==> src/rtl/uart_rx_ex.sv <==
// uart_rx_ex: oversampling UART receiver with a valid/ready output holding register.
// A 2-flop synchronizer feeds an FSM that samples each bit at mid-bit using a
// CLK_DIVIDE-cycle timing counter. Completed frames, including those with errors,
// are delivered one cycle after the last stop sample. A frame that completes
// while an earlier one is still unaccepted is dropped, and OVERRUN pulses.
// Optional feature: define UART_RX_PARITY_EN to add a parity bit after the data
// bits, checked as even (PARITY_ODD=0) or odd (PARITY_ODD=1) parity.
module uart_rx_ex #(
    parameter int CLK_DIVIDE = 234,
    parameter int DATA_BITS  = 8,
    parameter int STOP_BITS  = 1,
    parameter int PARITY_ODD = 0
) (
    input  logic                 CLK,
    input  logic                 RST,
    input  logic                 RX,
    output logic [DATA_BITS-1:0] RX_DATA_OUT,
    output logic                 RX_VALID,
    input  logic                 RX_READY,
    output logic                 FRAME_ERR,
    output logic                 PARITY_ERR,
    output logic                 OVERRUN
);

    localparam int CNT_W = $clog2(CLK_DIVIDE);
    localparam int IDX_W = $clog2(DATA_BITS);

    localparam logic [CNT_W-1:0] CNT_LAST  = CNT_W'(CLK_DIVIDE - 1);
    localparam logic [CNT_W-1:0] CNT_HALF  = CNT_W'(CLK_DIVIDE / 2);
    localparam logic [IDX_W-1:0] IDX_LAST  = IDX_W'(DATA_BITS - 1);
    localparam logic             STOP_LAST = (STOP_BITS == 2);

    // Reject out-of-range configurations at elaboration time.
    if (CLK_DIVIDE < 4) begin : g_chk_div
        $error("uart_rx_ex: CLK_DIVIDE must be 4 or more");
    end
    if (DATA_BITS < 5 || DATA_BITS > 9) begin : g_chk_bits
        $error("uart_rx_ex: DATA_BITS must be 5..9");
    end
    if (STOP_BITS != 1 && STOP_BITS != 2) begin : g_chk_stop
        $error("uart_rx_ex: STOP_BITS must be 1 or 2");
    end
    if (PARITY_ODD != 0 && PARITY_ODD != 1) begin : g_chk_par
        $error("uart_rx_ex: PARITY_ODD must be 0 or 1");
    end

    typedef enum logic [2:0] {
        IDLE,
        START,
        DATA,
`ifdef UART_RX_PARITY_EN
        PARITY,
`endif
        STOP,
        WAIT_HIGH
    } state_t;

    state_t               state_reg;
    logic                 rx_meta_reg;
    logic                 rxs_reg;
    logic [CNT_W-1:0]     cnt_reg;
    logic [IDX_W-1:0]     idx_reg;
    logic                 stop_idx_reg;
    logic [DATA_BITS-1:0] shift_reg;
    logic                 ferr_reg;
    logic                 done_reg;
`ifdef UART_RX_PARITY_EN
    logic                 par_acc_reg;
    logic                 perr_reg;
`endif

    // Two-flop synchronizer; resets to the idle-high line level.
    always_ff @(posedge CLK or negedge RST) begin
        if (!RST) begin
            rx_meta_reg <= 1'b1;
            rxs_reg     <= 1'b1;
        end else begin
            rx_meta_reg <= RX;
            rxs_reg     <= rx_meta_reg;
        end
    end

    // Receive FSM: bit timing, data shifting, error accumulation, completion pulse.
    always_ff @(posedge CLK or negedge RST) begin
        if (!RST) begin
            state_reg    <= IDLE;
            cnt_reg      <= '0;
            idx_reg      <= '0;
            stop_idx_reg <= 1'b0;
            shift_reg    <= '0;
            ferr_reg     <= 1'b0;
            done_reg     <= 1'b0;
`ifdef UART_RX_PARITY_EN
            par_acc_reg  <= 1'b0;
            perr_reg     <= 1'b0;
`endif
        end else begin
            done_reg <= 1'b0;
            case (state_reg)
                IDLE: begin
                    cnt_reg <= '0;
                    if (!rxs_reg) begin
                        idx_reg   <= '0;
                        state_reg <= START;
                    end
                end
                START: begin
                    if (cnt_reg == CNT_HALF) begin
                        cnt_reg <= '0;
                        if (rxs_reg) begin
                            // Glitch shorter than half a bit: ignore it.
                            state_reg <= IDLE;
                        end else begin
                            state_reg    <= DATA;
                            idx_reg      <= '0;
                            stop_idx_reg <= 1'b0;
                            ferr_reg     <= 1'b0;
`ifdef UART_RX_PARITY_EN
                            par_acc_reg  <= 1'b0;
                            perr_reg     <= 1'b0;
`endif
                        end
                    end else begin
                        cnt_reg <= cnt_reg + CNT_W'(1);
                    end
                end
                DATA: begin
                    if (cnt_reg == CNT_LAST) begin
                        cnt_reg   <= '0;
                        shift_reg <= {rxs_reg, shift_reg[DATA_BITS-1:1]};
`ifdef UART_RX_PARITY_EN
                        par_acc_reg <= par_acc_reg ^ rxs_reg;
`endif
                        if (idx_reg == IDX_LAST) begin
                            idx_reg <= '0;
`ifdef UART_RX_PARITY_EN
                            state_reg <= PARITY;
`else
                            state_reg <= STOP;
`endif
                        end else begin
                            idx_reg <= idx_reg + IDX_W'(1);
                        end
                    end else begin
                        cnt_reg <= cnt_reg + CNT_W'(1);
                    end
                end
`ifdef UART_RX_PARITY_EN
                PARITY: begin
                    if (cnt_reg == CNT_LAST) begin
                        cnt_reg   <= '0;
                        // XOR over data plus parity bit equals PARITY_ODD when correct.
                        perr_reg  <= ((par_acc_reg ^ rxs_reg) != PARITY_ODD[0]);
                        state_reg <= STOP;
                    end else begin
                        cnt_reg <= cnt_reg + CNT_W'(1);
                    end
                end
`endif
                STOP: begin
                    if (cnt_reg == CNT_LAST) begin
                        cnt_reg  <= '0;
                        ferr_reg <= ferr_reg | ~rxs_reg;
                        if (stop_idx_reg == STOP_LAST) begin
                            done_reg <= 1'b1;
`ifdef UART_RX_PARITY_EN
                            if (ferr_reg || !rxs_reg || perr_reg)
`else
                            if (ferr_reg || !rxs_reg)
`endif
                                state_reg <= WAIT_HIGH;
                            else
                                state_reg <= IDLE;
                        end else begin
                            stop_idx_reg <= 1'b1;
                        end
                    end else begin
                        cnt_reg <= cnt_reg + CNT_W'(1);
                    end
                end
                WAIT_HIGH: begin
                    // A held-low line (break) must return high before a new start.
                    cnt_reg <= '0;
                    if (rxs_reg)
                        state_reg <= IDLE;
                end
                default: begin
                    state_reg <= IDLE;
                    cnt_reg   <= '0;
                end
            endcase
        end
    end

    // Output holding register with valid/ready handshake and overrun detection.
    always_ff @(posedge CLK or negedge RST) begin
        if (!RST) begin
            RX_DATA_OUT <= '0;
            RX_VALID    <= 1'b0;
            FRAME_ERR   <= 1'b0;
            OVERRUN     <= 1'b0;
`ifdef UART_RX_PARITY_EN
            PARITY_ERR  <= 1'b0;
`endif
        end else begin
            OVERRUN <= 1'b0;
            if (done_reg) begin
                if (RX_VALID && !RX_READY) begin
                    // Old frame still unaccepted: keep it, drop the new one.
                    OVERRUN <= 1'b1;
                end else begin
                    RX_DATA_OUT <= shift_reg;
                    FRAME_ERR   <= ferr_reg;
`ifdef UART_RX_PARITY_EN
                    PARITY_ERR  <= perr_reg;
`endif
                    RX_VALID    <= 1'b1;
                end
            end else if (RX_VALID && RX_READY) begin
                RX_VALID <= 1'b0;
            end
        end
    end

`ifndef UART_RX_PARITY_EN
    assign PARITY_ERR = 1'b0;
`endif

endmodule

==> config.mk <==
export PLATFORM = sky130hd
export DESIGN_NAME = uart_rx_ex
export DESIGN_NICKNAME = d
export VERILOG_FILES = /design/src/rtl/uart_rx_ex.sv
export SDC_FILE = /design/constraint.sdc
export NUM_CORES = 1
export LEC_CHECK = 0
export BUFFER_PORTS_ARGS = -buffer_cell sky130_fd_sc_hd__buf_2
export CAP_MARGIN = 20
export CORE_AREA = 2 2 61 63
export DETAILED_ROUTE_END_ITERATION = 7
export DIE_AREA = 0 0 63 65
export GPL_ROUTABILITY_DRIVEN = 0
export GPL_TIMING_DRIVEN = 0
export PLACE_DENSITY = 0.66
export SYNTH_ARGS = -nofsm -noshare
export SYNTH_HDL_FRONTEND = slang
export SYNTH_SLANG_ARGS = --single-unit
==> constraint.sdc <==
create_clock -name CLK -period 5.1 [get_ports CLK]
set_input_delay 0.765 -clock CLK [delete_from_list [all_inputs] [get_ports CLK]]
set_output_delay 0.765 -clock CLK [all_outputs]
set_load 0.02 [all_outputs]
After elaboration in Yosys (flattened, before gate mapping)

Cells that the tools add are included.

Bitwise gates (word level): 3
Mux-type cells: 33
Eq/ne operators: 16
Reductions and logical operators: 16
Add/subtract/negate cells: 2

Operators by type and width:

| kind                | count |
|---|---|
| $mux 3              | 12 |
| $ne 2x2->1 const B  | 9 |
| $mux 8              | 2 |
| $pmux 8 s2          | 1 |
| $pmux 3 s5          | 1 |
| $mux 1              | 13 |
| $pmux 3 s3          | 1 |
| $add 8x1->8 const B | 1 |
| $eq 8x7->1 const B  | 1 |
| $eq 8x8->1 const B  | 1 |
| $reduce_and 7->1    | 1 |
| $eq 3x2->1 const B  | 2 |
| $eq 3x3->1 const B  | 2 |
| $reduce_and 2->1    | 3 |
| $pmux 1 s2          | 2 |
| $reduce_and 4->1    | 1 |
| $reduce_bool 2->1   | 2 |
| $add 3x1->3 const B | 1 |
| $eq 3x1->1 const B  | 1 |
| $logic_not 3->1     | 1 |
| $reduce_and 3->1    | 1 |
| $reduce_bool 3->1   | 1 |
| $logic_and 1x1->1   | 2 |
| $logic_not 1->1     | 2 |
| other kinds (5)     | 6 |

Flip-flop bits (word level): 38
Logic and storage cells: 83
Output and inout port bits: 12

Longest topological paths before layout

Gate-level depths: netlist of run 1.

Word-level depth: 6
Mapped depth: 6

Worst setup path before layout of run 1

Ideal clock, no wire load.

Path type: register to register
From: register cnt_reg[2]
To: register shift_reg[0]
Path slack: 3.454 ns
Arrival: 1.521 ns
Cell stages (with the launch flop): 5
Path buffers: 1
Cell sequence: dfrtp_1 > nand4bb_1 > buf_2 > nor4_4 > mux2_2

Word-level cells in the longest chain between the ends: 2

Ends and longest elaborated chain:

| item                       | line | RTL |
|---|---|---|
| from (decl)                | 61   | `logic [CNT_W-1:0] cnt_reg;` |
| from (signal assigned)     | 124  | `cnt_reg <= cnt_reg + CNT_W'(1);` |
| from (signal assigned)     | 145  | `cnt_reg <= cnt_reg + CNT_W'(1);` |
| from (signal assigned)     | 178  | `cnt_reg <= cnt_reg + CNT_W'(1);` |
| $eq 8x8->1                 | 128  | `if (cnt_reg == CNT_LAST) begin` |
| $reduce_and 2->1 (no line) | -    |  |
| to (signal assigned)       | 130  | `shift_reg <= {rxs_reg, shift_reg[DATA_BITS-1:1]};` |
| to (decl)                  | 64   | `logic [DATA_BITS-1:0] shift_reg;` |

No other way between the ends.
A chain may end at the register's enable or synchronous reset.

Worst setup path in the final report of run 1

From: register cnt_reg[1]
To: register shift_reg[0]

Same word-level chain as after synthesis.

==> impl_metrics.tcl, run 1 <==
set metrics [dict create \
    power_mw 0.465 \
    finalHoldViolations 0 \
    worstMarginPinSlew_ns 0.785 \
    setup_viol 0 \
    yosys.area.top_type_share_pct 53.8 \
    swShare_pct 21.6 \
    die_area_um2 4100 \
    post_cts_buffers 0 \
    syn_to_final_growth_pct 11.8 \
    power_density_nw_per_um2 255 \
    clockRootBuffer "clkbuf_4" \
    cts_inserted_buffers 5 \
    die_x_um 63 \
    cts_tree "built" \
    io_pins 16 \
    synth_nets 144 \
    synth_area_leaders "dfrtp_1 (54%), mux2_2 (12%), nor2_1 (4.4%)" \
    max_cap_viol_count 0 \
    core-area_um2 3500 \
    nFillCells 350 \
    critPathMaxFanout 8 \
    rrSetupSlack_ns 3.22 \
    drtIter0Drc 33 \
    critPathRequiredTime_ns 5.33 \
    synth_top_cell_by_area "dfrtp_1" \
    synth_warnings 0 \
    holdPathEnd "rxs_reg" \
    syn-instance-count 136 \
    grt_pass1_vias 1102 \
    p_leak_nw 0.884 \
    r2r-end "shift_reg[0]" \
    hold_ws_ns 0.362 \
    drtPass1Iterations 4 \
    cp-end-kind "flop" \
    die_h_um 65 \
    start_util_pct 46.5 \
    place_inst 198 \
    drcViolationCount 0 \
    power.internal_mw 0.364 \
    power.switching_mw 0.100 \
    drt-wirelength-per-cell_um 13.4 \
    htreeDepth 2 \
    via_count 1063 \
    placed_area_um2 1760 \
    fin_setup_tns_ns 0 \
    hp-start "rx_meta_reg" \
    overflow 0 \
    fmax_ghz 0.533 \
    path_clk_slew_ns 0.10 \
    track_usage_pct 15.9 \
    hold_class "reg -> reg" \
    holdPathStages 0 \
    num_antenna_cells 0 \
    worst-setup-path-type "reg -> reg" \
    clk_path_buf_depth 2 \
    slew_headroom_pct 47.7 \
    rsz0062_at_grt "no" \
    clkPwrFrac_pct 34.5 \
    io_buffers 14 \
    grt_max_degree 38 \
    antenna_found_initial 0 \
    cp.arrival_ns 2.11 \
    drt-total-wl_um 2760 \
    synth_sequential_area_ratio_pct 57.1 \
    synthFlopType "dfrtp_1" \
    hold_buffers 0 \
    slew_violations 0 \
    syn_avg_cell_area_um2 12.0 \
    cts_resized 0 \
    synth_seq_cells 37 \
    postRouteAntennaNets 0 \
    seqPwrFrac_pct 63.6 \
    status "complete, no violations" \
    comb_power_share_pct 1.9 \
    ys_types 32 \
    clock_skew_ns 0.0129 \
    layout_min_cycle_time_ns 1.88 \
    grt_pass1_wl_um 4880 \
    fin_cells 206 \
    reg2reg_depth 5 \
    hpwl_um 2000 \
    numClockSinks 37 \
    final_nets 165 \
    rr_startpoint "cnt_reg[1]" \
    placementRows 22 \
    startpoint_type "flop" \
    async_reset_ff_share_pct 100 \
    drive_gt1_share_pct 27.2 \
    insertion_delay_ns 0.34 \
    synth_edf_count 0 \
    design_area_um2 1820 \
    synth_area_um2 1630 \
    finalCritPeriodShare_pct 36.8 \
    avgViaCountPerCell 5.16 \
    max-vdd-ir-drop_mv 0.177 \
]
-- final cells by class --
class | instances | area (um2) | share of cell area, %
Sequential cell | 37 | 928 | 51.0
Tap cell | 48 | 60.1 | 3.30
Timing Repair Buffer | 14 | 70.1 | 3.85
Multi-Input combinational cell | 91 | 663 | 36.5
Clock inverter | 1 | 7.51 | 0.413
Clock buffer | 7 | 55.1 | 3.03
Buffer | 4 | 20.0 | 1.10
Inverter | 4 | 15.0 | 0.825
-- synthesized netlist by cell type, drive strengths merged, types with 2 or more instances --
master    n
a21oi     6
a22o      3
buf       2
clkbuf    2
dfrtp    35
dfstp     2
ha        4
inv       4
mux2     17
nand2     7
nand2b    4
nand3     5
nand4bb   2
nor2     19
nor3      2
o21ai     2
or4       2
xnor2     4
xor2      2
-- metrics by stage --
| step | util (%) | worst slack, ns |
|---|---|---|
| final | 52.0 | 3.22 |
| after global routing | 52.0 | 3.06 |
| after CTS | 52.0 | 3.18 |
| after detailed placement | 50.3 | 3.19 |
| after global placement | 50.3 | 3.24 |
| after floorplan | - | 3.45 |
-- worst max path at each step --
stage               startpoint             end  slack [ns]  depth (start not counted)
finish              cnt_reg[1]    shift_reg[0]        3.22                          5
global route        cnt_reg[1]      cnt_reg[6]        3.06                          6
CTS                 cnt_reg[1]    shift_reg[0]        3.18                          5
detailed placement  cnt_reg[1]    shift_reg[0]        3.19                          5
global placement      RX_READY  RX_DATA_OUT[0]        3.24                          4
floorplan           cnt_reg[2]    shift_reg[0]        3.45                          4
-- worst max-delay path, cell delays in order, from the launching register on --
cell and delay, ns:
dfrtp_1 0.42, inv_1 0.08, ha_1 0.20, nand4_1 0.20
nor4_4 0.47, mux2_2 0.40
-- layer usage --
metal  GRT usage, %  routed length, um  up-vias
met5              0                  0        -
met4           8.33                 53        0
met3           5.21                119        6
met2           27.8               1410       21
met1           17.0               1170      517
li1               -                  -      519
-- layout by cell type (no fill, tap or decap), drive strengths merged, types with 2 or more instances in the layout --
master	n
a21oi	6
a22o	3
buf	16
clkbuf	9
dfrtp	35
dfstp	2
ha	4
inv	4
mux2	17
nand2	7
nand2b	4
nand3	5
nand4bb	2
nor2	19
nor3	2
o21ai	2
or4	2
xnor2	4
xor2	2
-- power by group through the flow --
stage          clock network, mW  logic, mW  registers, mW
2_1_floorplan                  0    0.00245          0.301
6_report                   0.160    0.00892          0.295
5_1_grt                    0.181     0.0102          0.296
3_5_place_dp                   0    0.00934          0.301
4_1_cts                    0.167    0.00935          0.296
3_3_place_gp                   0    0.00903          0.301
-- logic make-up (layout without fill, tap and decap cells) --
| logic type | count (synthesis) | after routing | share of synthesized area (%) |
|---|---|---|---|
| adder cells (fa/ha/maj) | 4 | 4 | 3.08 |
| other | 1 | 1 | 0.231 |
| AO/OA/AOI/OAI | 17 | 17 | 7.23 |
| multiplexers | 17 | 17 | 11.8 |
| AND/OR/NAND/NOR | 46 | 46 | 15.2 |
| buffers and inverters | 8 | 30 | 2.15 |
| XOR/XNOR | 6 | 6 | 3.23 |
| flip-flops | 37 | 37 | 57.1 |
Note: power is estimated with default switching activity, not from simulation.
==> run 2: changes to the inputs <==
- PLACE_DENSITY: 0.66 -> 0.69
- clock period: 5.1 -> 1.5 ns (I/O delays scaled with it)
==> impl_metrics.tcl, run 2 (synthesized netlist as in run 1, its figures left out) <==
set metrics [dict create \
    met3WireLength_um 133 \
    power_density_nw_per_um2 824 \
    avgViaCountPerCell 5.31 \
    slew_headroom_pct 46.2 \
    cts_tree "built" \
    hold_ws_ns 0.163 \
    status "finished, violations left" \
    core-area_um2 3500 \
    hold_class "in -> reg" \
    setup_viol 21 \
    insertion_delay_ns 0.34 \
    antenna_found_initial 0 \
    io_pins 16 \
    drtPass1Iterations 4 \
    die_h_um 65 \
    via_count 1174 \
    placed_area_um2 1780 \
    clock_skew_ns 0.0115 \
    numClockSinks 37 \
    final_nets 180 \
    place_inst 198 \
    num_antenna_cells 0 \
    topRoutingLayerUsed "met4" \
    fmax_ghz 0.613 \
    hpwl_um 1980 \
    nFillCells 276 \
    critPathMaxFanout 7 \
    syn_to_final_growth_pct 28.8 \
    worstMarginPinSlew_ns 0.806 \
    layout_common_cells "dfrtp_1 (34), buf_2 (14), nor2_1 (12), buf_4 (12), mux2_2 (9)" \
    fin_setup_tns_ns -1.72 \
    die_area_um2 4100 \
    hp-start "RX_READY" \
    cp-startpoint "cnt_reg[1]" \
    violations "negative setup slack" \
    worst-setup-path-type "reg -> reg" \
    finalHoldViolations 0 \
    drcViolationCount 0 \
    finalCritPeriodShare_pct 109 \
    postRouteAntennaNets 0 \
    regArea_um2 930 \
    fin_cells 221 \
    multiInputGateArea_um2 781 \
    cp-end-kind "flop" \
    layout_min_cycle_time_ns 1.63 \
    drt-total-wl_um 3210 \
    p_leak_nw 0.994 \
    die_x_um 63 \
    layout_commonest_cell "dfrtp_1" \
    placementRows 22 \
    start_util_pct 46.5 \
    overflow 0 \
    design_area_um2 2100 \
    wl_met2_um 1710 \
    max-vdd-ir-drop_mv 0.532 \
    grt_max_degree 38 \
    rsz0062_at_grt "yes" \
    wl_met1_um 1320 \
    grt_pass1_vias 1188 \
    drive_gt1_share_pct 42.2 \
    htreeDepth 2 \
    clockRootBuffer "clkbuf_4" \
    slew_violations 0 \
    track_usage_pct 17.2 \
    startpoint_type "flop" \
    grt_pass1_wl_um 5370 \
    rr_startpoint "cnt_reg[1]" \
    critPathRequiredTime_ns 1.74 \
    drt-wirelength-per-cell_um 14.5 \
    io_buffers 14 \
    dp_slack_ns -0.345 \
    cp.arrival_ns 1.87 \
    max_cap_viol_count 0 \
    path_clk_slew_ns 0.12 \
    cts_inserted_buffers 5 \
    setup_ws_ns -0.132 \
    clk_path_buf_depth 2 \
    drtIter0Drc 40 \
]
## run 2: cell type report
class / instances / share of cell area (%)
tap: 48 / 2.87
inverter: 4 / 0.716
sequential: 37 / 44.4
multi-input combinational: 91 / 37.3
clock inverter: 2 / 1.85
timing repair buffer: 30 / 9.85
buffer: 3 / 1.13
clock buffer: 6 / 1.97
## run 2: worst max-delay path: stages, from the launching register on
cell and delay (ns):
dfrtp_1 0.40, inv_2 0.07, ha_4 0.13, buf_6 0.10, nand3_4 0.10, or4_4 0.54
a21oi_2 0.13, a21oi_1 0.05
## run 2: per-layer routing
layer	track usage, %	vias to the layer above
met5	0	-
met3	5.21	6
met4	8.06	0
li1	-	551
met2	29.4	30
met1	19.8	587
## run 2: where the power goes
group / internal [mW] / switching, mW
clock: 0.355 / 0.332
combinational: 0.0102 / 0.0249
sequential: 1.00 / 0.00292
## run 2: final timing paths
kind                       slack (ns)      endpoint  cells past startpoint
min                              0.16       OVERRUN                      3
max in group asynchronous        0.44    cnt_reg[0]                      2
min reg2reg                      0.36       rxs_reg                      0
max reg2reg                     -0.13      ferr_reg                      7
max                             -0.13      ferr_reg                      7
min in group asynchronous        0.50  shift_reg[4]                      2
## run 2: repair_timing
item / 4_1_cts / 5_1_grt
endpoints found under the setup margin: 20 / 21
gates resized for setup: 17 / 18
endpoints found under the hold margin: 36 / 0
buffers inserted: 10 / 4
hold buffers: 2 / 0
pin swaps: 4 / 11
## run 2: stage by stage
stage / power (mW) / utilization [%]
final: 1.73 / 59.9
after detailed placement: 1.06 / 51.0
after global placement: 1.05 / 51.0
after CTS: 1.74 / 57.6
after global routing: 1.80 / 59.9
after floorplan: 1.03 / -
==> run 3: changes to the inputs <==
- CORE_AREA: 2 2 61 63 -> 2 2 57 59
- DIE_AREA: 0 0 63 65 -> 0 0 59 61
- PLACE_DENSITY: 0.69 -> 0.75
- clock period: 1.5 -> 1.65 ns (I/O delays scaled with it)
==> impl_metrics.tcl, run 3 (synthesized netlist as in run 1, its figures left out) <==
set metrics [dict create \
    io_pins 16 \
    fin_setup_tns_ns 0 \
    clockRootBuffer "clkbuf_4" \
    insertion_delay_ns 0.34 \
    num_antenna_cells 0 \
    power.switching_mw 0.312 \
    max_cap_viol_count 0 \
    critPathRequiredTime_ns 1.89 \
    die_area_um2 3600 \
    via_count 1151 \
    path_clk_slew_ns 0.11 \
    overflow 0 \
    core-area_um2 2950 \
    drtIter0Drc 58 \
    busiest_layer "met2" \
    rr_startpoint "cnt_reg[4]" \
    finalHoldViolations 0 \
    design_area_um2 1940 \
    grt_pass1_wl_um 5070 \
    placementRows 20 \
    cts_inserted_buffers 5 \
    max-vdd-ir-drop_mv 0.649 \
    nFillCells 220 \
    slew_headroom_pct 48.1 \
    met3_usage_pct 5.97 \
    clk_path_buf_depth 2 \
    power_mw 1.59 \
    r2r-end "shift_reg[3]" \
    placed_area_um2 1740 \
    hold_ws_ns 0.195 \
    drtPass1Iterations 4 \
    comb_power_share_pct 2.0 \
    dp_slack_ns -0.222 \
    die_x_um 59 \
    reg2reg_depth 5 \
    layout_commonest_cell "dfrtp_1" \
    utilization_pct 65.7 \
    status "complete, no violations" \
    fin_cells 201 \
    clkPwrFrac_pct 40.8 \
    grtUsageMet1_pct 21.2 \
    layout_min_cycle_time_ns 1.63 \
    critPathMaxFanout 8 \
    drcViolationCount 0 \
    worst-setup-path-type "reg -> reg" \
    postRouteAntennaNets 0 \
    antenna_found_initial 0 \
    final_nets 175 \
    setup_ws_ns 0.0170 \
    worstMarginPinSlew_ns 0.779 \
    swShare_pct 19.6 \
    rrSetupSlack_ns 0.02 \
    grt_pass1_vias 1162 \
    place_inst 183 \
    io_buffers 14 \
    startpoint_type "flop" \
    numClockSinks 37 \
    seqPwrFrac_pct 57.3 \
    p_leak_nw 0.958 \
    setup_viol 0 \
    holdPathStages 3 \
    syn_to_final_growth_pct 19.3 \
    finalCritPeriodShare_pct 99.0 \
    rsz0062_at_grt "yes" \
    crit_end "shift_reg[3]" \
    cp-startpoint "cnt_reg[4]" \
    hold_class "in -> reg" \
    cts_tree "built" \
    power.internal_mw 1.28 \
    drt-total-wl_um 3030 \
    drive_gt1_share_pct 33.9 \
    cp-end-kind "flop" \
    fmax_ghz 0.612 \
    die_h_um 61 \
    hpwl_um 2020 \
    track_usage_pct 19.5 \
    avgViaCountPerCell 5.73 \
    layout_common_cells "dfrtp_1 (34), nor2_1 (19), mux2_2 (16)" \
    slew_violations 0 \
    grt_util_met2_pct 33.5 \
    cp.arrival_ns 1.87 \
    start_util_pct 55.1 \
    grt_max_degree 38 \
    htreeDepth 2 \
    drt-wirelength-per-cell_um 15.0 \
    power_density_nw_per_um2 822 \
    clock_skew_ns 0.00493 \
]
-- run 3: power groups by stage --
stage	combinational (mW)	clock, mW	sequential [mW]
after floorplan	0.00757	0	0.930
after global routing	0.0365	0.694	0.914
after CTS	0.0325	0.664	0.913
final	0.0311	0.650	0.913
after global placement	0.0276	0	0.931
after detailed placement	0.0289	0	0.931
-- run 3: worst min path at each step --
stage / from / end / slack, ns
after detailed placement: rx_meta_reg / rxs_reg / 0.35
final: RX_READY / OVERRUN / 0.20
after global routing: RX_READY / OVERRUN / 0.22
after floorplan: RST / FRAME_ERR / -0.05
after CTS: RX_READY / OVERRUN / 0.18
after global placement: RST / RX_DATA_OUT[4] / 0.35
-- run 3: worst max-delay path, stage by stage, from the launching register on --
cell and delay, ns:
dfrtp_1 0.43, nand4bb_1 0.22, buf_6 0.16, nor4_4 0.21, buf_6 0.18, mux2_2 0.33
-- run 3: area by class of cell --
| type | count | area, um2 | area share [%] |
|---|---|---|---|
| Sequential cell | 37 | 930 | 47.9 |
| Multi-Input combinational cell | 91 | 686 | 35.3 |
| Timing Repair Buffer | 25 | 161 | 8.32 |
| Clock buffer | 7 | 55.1 | 2.84 |
| Tap cell | 33 | 41.3 | 2.13 |
| Clock inverter | 1 | 30.0 | 1.55 |
| Buffer | 3 | 22.5 | 1.16 |
| Inverter | 4 | 15.0 | 0.774 |
-- run 3: what timing repair did --
item	CTS	global route
resized for setup	7	4
endpoints found under the setup margin	18	18
pin swaps	1	1
setup buffers	3	6
hold buffers	2	0
hold endpoints to repair	29	0
-- run 3: routing by layer --
layer  vias up  share of wire, %
li1        536                 -
met1       569                40
met2        39                53
met3         7               4.7
met4         0               2.4
met5         -                 0
